[config.mk]
export PLATFORM = sky130hd
export DESIGN_NAME = row_bram_writer
export DESIGN_NICKNAME = d
export VERILOG_FILES = /design/src/rtl/row_bram_writer.sv
export SDC_FILE = /design/constraint.sdc
export NUM_CORES = 1
export LEC_CHECK = 0
export CORE_AREA = 4 4 98 100
export DETAILED_ROUTE_END_ITERATION = 10
export DIE_AREA = 0 0 102 104
export PLACE_DENSITY = 0.72
export SYNTH_ARGS = -nofsm -noshare
export SYNTH_HDL_FRONTEND = slang
export SYNTH_SLANG_ARGS = --single-unit
[constraint.sdc]
create_clock -name clk -period 3.4 [get_ports clk]
set_input_delay 0.51 -clock clk [delete_from_list [all_inputs] [get_ports clk]]
set_output_delay 0.51 -clock clk [all_outputs]
set_load 0.1 [all_outputs]
[src/rtl/row_bram_writer.sv]
// rtl/row_bram_writer.sv - packs nibble pixels into 32-bit words and writes them to row BRAM
module row_bram_writer #(
  parameter int WIDTH     = 640,
  parameter int ROW_COUNT = 96
) (
  input  logic        clk,
  input  logic        reset,
  input  logic [3:0]  pix_data,
  input  logic        pix_valid,
  input  logic        pix_sof,
  output logic        pix_ready,
  output logic [31:0] bram_data_in,
  output logic [9:0]  bram_x_pos,
  output logic [6:0]  bram_local_y_pos,
  output logic        bram_write,
  output logic        row_done,
  output logic        band_done
);

  localparam int WORDS   = WIDTH / 8;
  localparam int COL_W   = (WORDS > 1) ? $clog2(WORDS) : 1;
  localparam logic [COL_W-1:0] LAST_COL = COL_W'(WORDS - 1);
  localparam logic [6:0]       LAST_ROW = 7'(ROW_COUNT - 1);

  typedef enum logic [1:0] {
    COLLECT = 2'd0,
    SETUP   = 2'd1,
    WRITE   = 2'd2
  } state_t;

  state_t           state;
  logic [2:0]       nib_cnt;
  logic [31:0]      word_buf;
  logic [COL_W-1:0] word_col;
  logic [6:0]       local_row;

  // Collect nibbles, present the finished word for a setup cycle, then strobe the write.
  // Output data/address are only loaded on the edge into SETUP so the BRAM sees
  // them stable for a full cycle ahead of and during the write strobe.
  always_ff @(posedge clk or posedge reset) begin
    if (reset) begin
      state            <= COLLECT;
      nib_cnt          <= 3'd0;
      word_buf         <= 32'd0;
      word_col         <= '0;
      local_row        <= 7'd0;
      pix_ready        <= 1'b1;
      bram_data_in     <= 32'd0;
      bram_x_pos       <= 10'd0;
      bram_local_y_pos <= 7'd0;
      bram_write       <= 1'b0;
      row_done         <= 1'b0;
      band_done        <= 1'b0;
    end else begin
      case (state)
        COLLECT: begin
          if (pix_valid) begin
            if (pix_sof) begin
              // Start of frame restarts the word at (0,0); any partial word is dropped.
              word_buf  <= {28'd0, pix_data};
              nib_cnt   <= 3'd1;
              word_col  <= '0;
              local_row <= 7'd0;
            end else if (nib_cnt == 3'd7) begin
              bram_data_in     <= {pix_data, word_buf[27:0]};
              bram_x_pos       <= 10'(word_col) << 3;
              bram_local_y_pos <= local_row;
              nib_cnt          <= 3'd0;
              pix_ready        <= 1'b0;
              state            <= SETUP;
            end else begin
              word_buf[{nib_cnt, 2'b00} +: 4] <= pix_data;
              nib_cnt                         <= nib_cnt + 3'd1;
            end
          end
        end
        SETUP: begin
          bram_write <= 1'b1;
          row_done   <= (word_col == LAST_COL);
          band_done  <= (word_col == LAST_COL) && (local_row == LAST_ROW);
          state      <= WRITE;
        end
        WRITE: begin
          bram_write <= 1'b0;
          row_done   <= 1'b0;
          band_done  <= 1'b0;
          pix_ready  <= 1'b1;
          state      <= COLLECT;
          if (word_col == LAST_COL) begin
            word_col  <= '0;
            local_row <= (local_row == LAST_ROW) ? 7'd0 : local_row + 7'd1;
          end else begin
            word_col <= word_col + COL_W'(1);
          end
        end
        default: begin
          state      <= COLLECT;
          pix_ready  <= 1'b1;
          bram_write <= 1'b0;
          row_done   <= 1'b0;
          band_done  <= 1'b0;
        end
      endcase
    end
  end

endmodule

# After elaboration in Yosys (flattened, before gate mapping)
# Index checks and enable logic that the tools add are counted.
[totals] wordCells=64 n_memories=0 out_inout_bits=53 ramBits=0 register_bits=101 rom_bits=0 latchBits=0 in_bits=8
[classes] bitwise_logic=2 n_shift=2 div_mod_pow=0 addsub=4 magnitude_cmp=0 n_eq_ne=11 n_mux=23 n_reduce_logical=10 mul=0
[op_table] cell="$mux W32" n=2
[op_table] cell="$mux W7" n=5
[op_table] cell="$bwmux W32" n=1
[op_table] cell="$shift A4 B7 Y32 const A" n=1
[op_table] cell="$shiftx A4 B7 Y32" n=1
[op_table] cell="$pmux W7 S2" n=2
[op_table] cell="$add A7 B1 Y7 const B" n=2
[op_table] cell="$eq A7 B7 Y1 const B" n=2
[op_table] cell="$ne A2 B2 Y1 const B" n=6
[op_table] cell="$reduce_and A4 Y1" n=3
[op_table] cell="$reduce_and A3 Y1" n=3
[op_table] cell="$pmux W1 S2" n=4
[op_table] cell="$neg A5 Y7" n=1
[op_table] cell="$mux W2" n=3
[op_table] cell="$mux W3" n=2
[op_table] cell="$pmux W2 S2" n=1
[op_table] cell="$add A3 B1 Y3 const B" n=1
[op_table] cell="$eq A3 B3 Y1 const B" n=1
[op_table] cell="$mux W1" n=3
[op_table] cell="$eq A2 B1 Y1 const B" n=1
[op_table] cell="$eq A2 B2 Y1 const B" n=1
[op_table] cell="$logic_not A2 Y1" n=1
[op_table] cell="$not A1 Y1" n=2
[op_table] cell="$reduce_and A2 Y1" n=1
[op_table] cell="other kinds (2)" n=2

# Logic depth before layout (Yosys ltp)
[depth] word_depth=5 ltp_mapped=8 ltp_nobuf=7

# Worst setup path before layout
# OpenSTA, ideal clock, no wires.
[synth_path] path_kind="reg-to-reg" startpoint="register nib_cnt[0]" endpoint="register word_buf[12]" setup_ps=66 path_slack_ps=1276 period_less_slack_ps=2124 t_required_ps=3334 stages_incl_launch_ff=9 n_path_buf=1 arrival_time_ps=2058 path_cell_list="dfrtp_1 -> inv_1 -> ha_1 -> ha_1 -> buf_2 -> nand2b_1 -> or4_1 -> nor2_2 -> a22o_1"
[synth_via] elab_chain_cells=5 elab_cells_between_ends=9 cone_classes="add/sub: 1; eq/ne: 2; shift: 2; mux: 3; reduce/logical: 1"
[synth_rtl] item="start, declared" line_no="32" text="logic [2:0] nib_cnt;"
[synth_rtl] item="start signal, assigned" line_no="73" text="nib_cnt <= nib_cnt + 3'd1;"
[synth_rtl] item="$neg A5 Y7" line_no="72" text="word_buf[{nib_cnt, 2'b00} +: 4] <= pix_data;"
[synth_rtl] item="$shiftx A4 B7 Y32 / $shift A4 B7 Y32 (equally long branches)" line_no="72"
[synth_rtl] item="$bwmux W32" line_no="72"
[synth_rtl] item="$mux W32" line_no="64" text="end else if (nib_cnt == 3'd7) begin"
[synth_rtl] item="$mux W32" line_no="58" text="if (pix_sof) begin"
[synth_rtl] item="end signal, assigned" line_no="60" text="word_buf <= {28'd0, pix_data};"
[synth_rtl] item="end signal, assigned by index" line_no="72"
[synth_rtl] item="end, declared" line_no="33" text="logic [31:0] word_buf;"
# Several ways; a longest one is shown, not always the timed one. The select of a mux whose other input is x is not followed.
# A chain may end at the register's enable or synchronous reset.

# Worst setup path in the final report
[layout_path] startpoint="register nib_cnt[0]" endpoint="register bram_x_pos[3]"
[layout_via] elab_chain_cells=2
[layout_rtl] item="$eq A3 B3 Y1" line_no="64"
[layout_rtl] item="$reduce_and A4 Y1 (no line)"
[layout_rtl] item="end signal, assigned" line_no="66" text="bram_x_pos <= 10'(word_col) << 3;"
[layout_rtl] item="end, declared" line_no="13" text="output logic [9:0] bram_x_pos,"
# Every way passes these cells.

==> flow_summary.ini <==
[setup_path]
crit_cells = 6
r2r_setup_slack_ns = 0.78
timing.rr.end = bram_x_pos[3]
reg2reg_depth = 6
crit_type = reg2reg
cp.arrival_ns = 2.87
cp.required_ns = 3.65
crit_path_frequent_cell = ha_1
cp-startpoint = nib_cnt[0]
cp_top_family = simple AND/OR/NAND/NOR gates
critPathLaunchType = flop
cp-end-kind = flop
timing.rr.start = nib_cnt[0]
critical_path.endpoint = bram_x_pos[3]
cpMaxStageDelayCell = dfrtp_1
path_buf_inv = 1
path_cells = ha_1 > ha_1 > nor2b_1 > nand2_2 > buf_4 > mux2_2
path_max_fanout = 33
slowest_delay_ns = 0.51

[detailed_routing]
drtIter0Drc = 119
via_per_inst = 5.378
ant_nets = 0
wl_mm = 8.029
vias = 2716
dr.pass1.iters = 4
wl_per_cell_um = 15.90
remaining_drc_errors = 0

[logic_synthesis]
syn-instance-count = 334
ys_async_sr_fraction = 1.000
synth_cell_types = 50
synth_edf_count = 0
ys_seq_elements = 97
seq_area_frac_synth = 0.5824
synthFlopType = dfrtp_1
syn_area_sq_um = 4170
yosysWarnings = 0
syn-mean-instance-area_sq_um = 12.49

[clock_network]
tritoncts = done
clock-root-buffer = clkbuf_8
cts_setup_buffers = 0
path_clk_slew_ns = 0.10
cts-resized-gates = 0
htreeDepth = 3
clock_sinks = 97
cts-buffers-inserted = 9
cts_hold_buf = 0
cts.path.max_buffers = 2
clk_latency_ns = 0.37

[grt]
grt_pass1_wl_mm = 13.90
antenna_found_initial = 0
grt_overflow_total = 0
grt_max_degree = 52
grt_pass1_vias = 2782
track_usage = 0.1629

[layout]
area_growth_pct = 21.06
fin_area_sq_um = 5049
antenna_cells = 0
nets = 409
finalNonFillerCells = 505
final_layout_size_suffix_gt1_frac = 0.2065

[floorplanning]
dieArea_sq_um = 10610
die_h_um = 104
initial_utilization = 0.4805
die_w_um = 102
std_cell_rows = 34
pin_count = 61
core_area_sq_um = 8678

[sta]
clock-skew-final_ns = 0.01129
period_share = 0.7717
hold_slack_ns = 0.4979
hold_viol_final = 0
final-setup-viol-count = 0
rsz0062_at_grt = false
slew_violations = 0
slew_headroom = 0.3436
fin_setup_tns_ns = 0
setup_ws_ns = 0.7764
worstMarginPinSlew_ns = 0.9815
period_minus_slack_ns = 2.624
clock.fmax_ghz = 0.3812

[run]
drv_cap = 0

[place]
gp_congestion = 0.8091
dpl_cell_area_sq_um = 4837
dp_slack_ns = 0.6215
dp.cells = 489
port_buffers = 57
dp_hpwl_mm = 5.744

[hold_path]
worstHoldPathType = reg2reg

[power_and_ir_drop]
peakVddDrop_mv = 0.3676
leakagePower_nw = 2.328
p_per_area_nw_per_um2 = 517.6

[outcome]
outcome = complete, no violations
-- metal layers --
layer / up-vias / wire length [um] / track usage
met5: - / 0 / 0
met4: 0 / 60 / 0.03655
met3: 8 / 352 / 0.04829
met2: 50 / 3857 / 0.2507
met1: 1358 / 3758 / 0.2282
li1: 1300 / - / -
-- cells in the mapped netlist, types with 5 or more instances --
cell type,number,area share
nor3_1,6,0.0072
ha_1,9,0.027
nand3_1,8,0.0096
buf_1,5,0.0045
o21ai_0,21,0.025
mux2_2,45,0.12
nand2_1,23,0.021
nor2_1,17,0.015
buf_2,8,0.0096
mux2i_1,5,0.012
inv_1,11,0.0099
dfrtp_1,96,0.58
a22o_1,20,0.042
-- stage by stage --
stage          total power [mW]    util
6_report                  2.613  0.5817
5_1_grt                   2.732  0.5817
3_5_place_dp              1.857  0.5574
4_1_cts                   2.638  0.5817
3_3_place_gp              1.844  0.5574
2_1_floorplan             1.721       -
-- state kept, by name, summed over array words and instances, names as in the netlist --
name / count
bram_write: 1
pix_ready: 1
bram_data_in: 32
word_col: 7
nib_cnt: 3
state: 2
word_buf: 28
row_done: 1
bram_local_y_pos: 7
band_done: 1
local_row: 7
bram_x_pos: 7
-- report_power, final --
part | total, mW | leakage, nW | switching, mW | internal (mW)
registers | 1.26 | 1.33 | 0.0419 | 1.21
clock network | 0.783 | 0.101 | 0.413 | 0.370
logic | 0.573 | 0.893 | 0.431 | 0.142
-- logic make-up after synthesis --
group,count (synthesis),share of synthesized area
fa+ha+maj,9,0.02700
buf+inv,28,0.03030
simple gates,83,0.1092
compound gates,62,0.1083
mux,50,0.1335
xor+xnor,4,0.008400
flops,97,0.5824
other cells,1,0.0008992
-- placed cells by master, fill, tap and decap left out, drive strengths merged, types with 3 or more instances in the layout --
cell type / n
nor2: 19
clkdlybuf4s50: 56
o31ai: 5
nor3b: 3
a21oi: 3
o21ai: 22
ha: 9
nand2b: 4
nor2b: 4
o211ai: 3
conb: 3
dfrtp: 96
nand2: 24
xnor2: 4
nand3: 9
mux2i: 5
inv: 13
a22o: 20
buf: 6
mux2: 45
nor4: 5
nor3: 7
clkbuf: 10
-- worst min-delay path by stage --
stage,startpoint,end,cells after the start
CTS,bram_local_y_pos[5],bram_local_y_pos[5],2
global route,word_buf[6],word_buf[6],1
floorplan,word_buf[12],word_buf[12],1
global placement,bram_local_y_pos[5],bram_local_y_pos[5],2
finish,bram_local_y_pos[5],bram_local_y_pos[5],2
detailed placement,bram_local_y_pos[5],bram_local_y_pos[5],2
-- tightest hold or removal path, delay by kind of cell, from the launching register on --
kind            cells  cell delay (ns)
simple gates        1             0.05
compound gates      1             0.06
flops               1             0.36
-- cell type report --
type,instances,area (sq um)
Clock buffer,10,137.6
Clock inverter,6,73.82
Fill cell,752,3630
Inverter,11,42.54
Multi-Input combinational cell,211,1625
Sequential cell,97,2429
Tap cell,108,135.1
Timing Repair Buffer,62,605.6
Power figures use the tool's default switching activity.
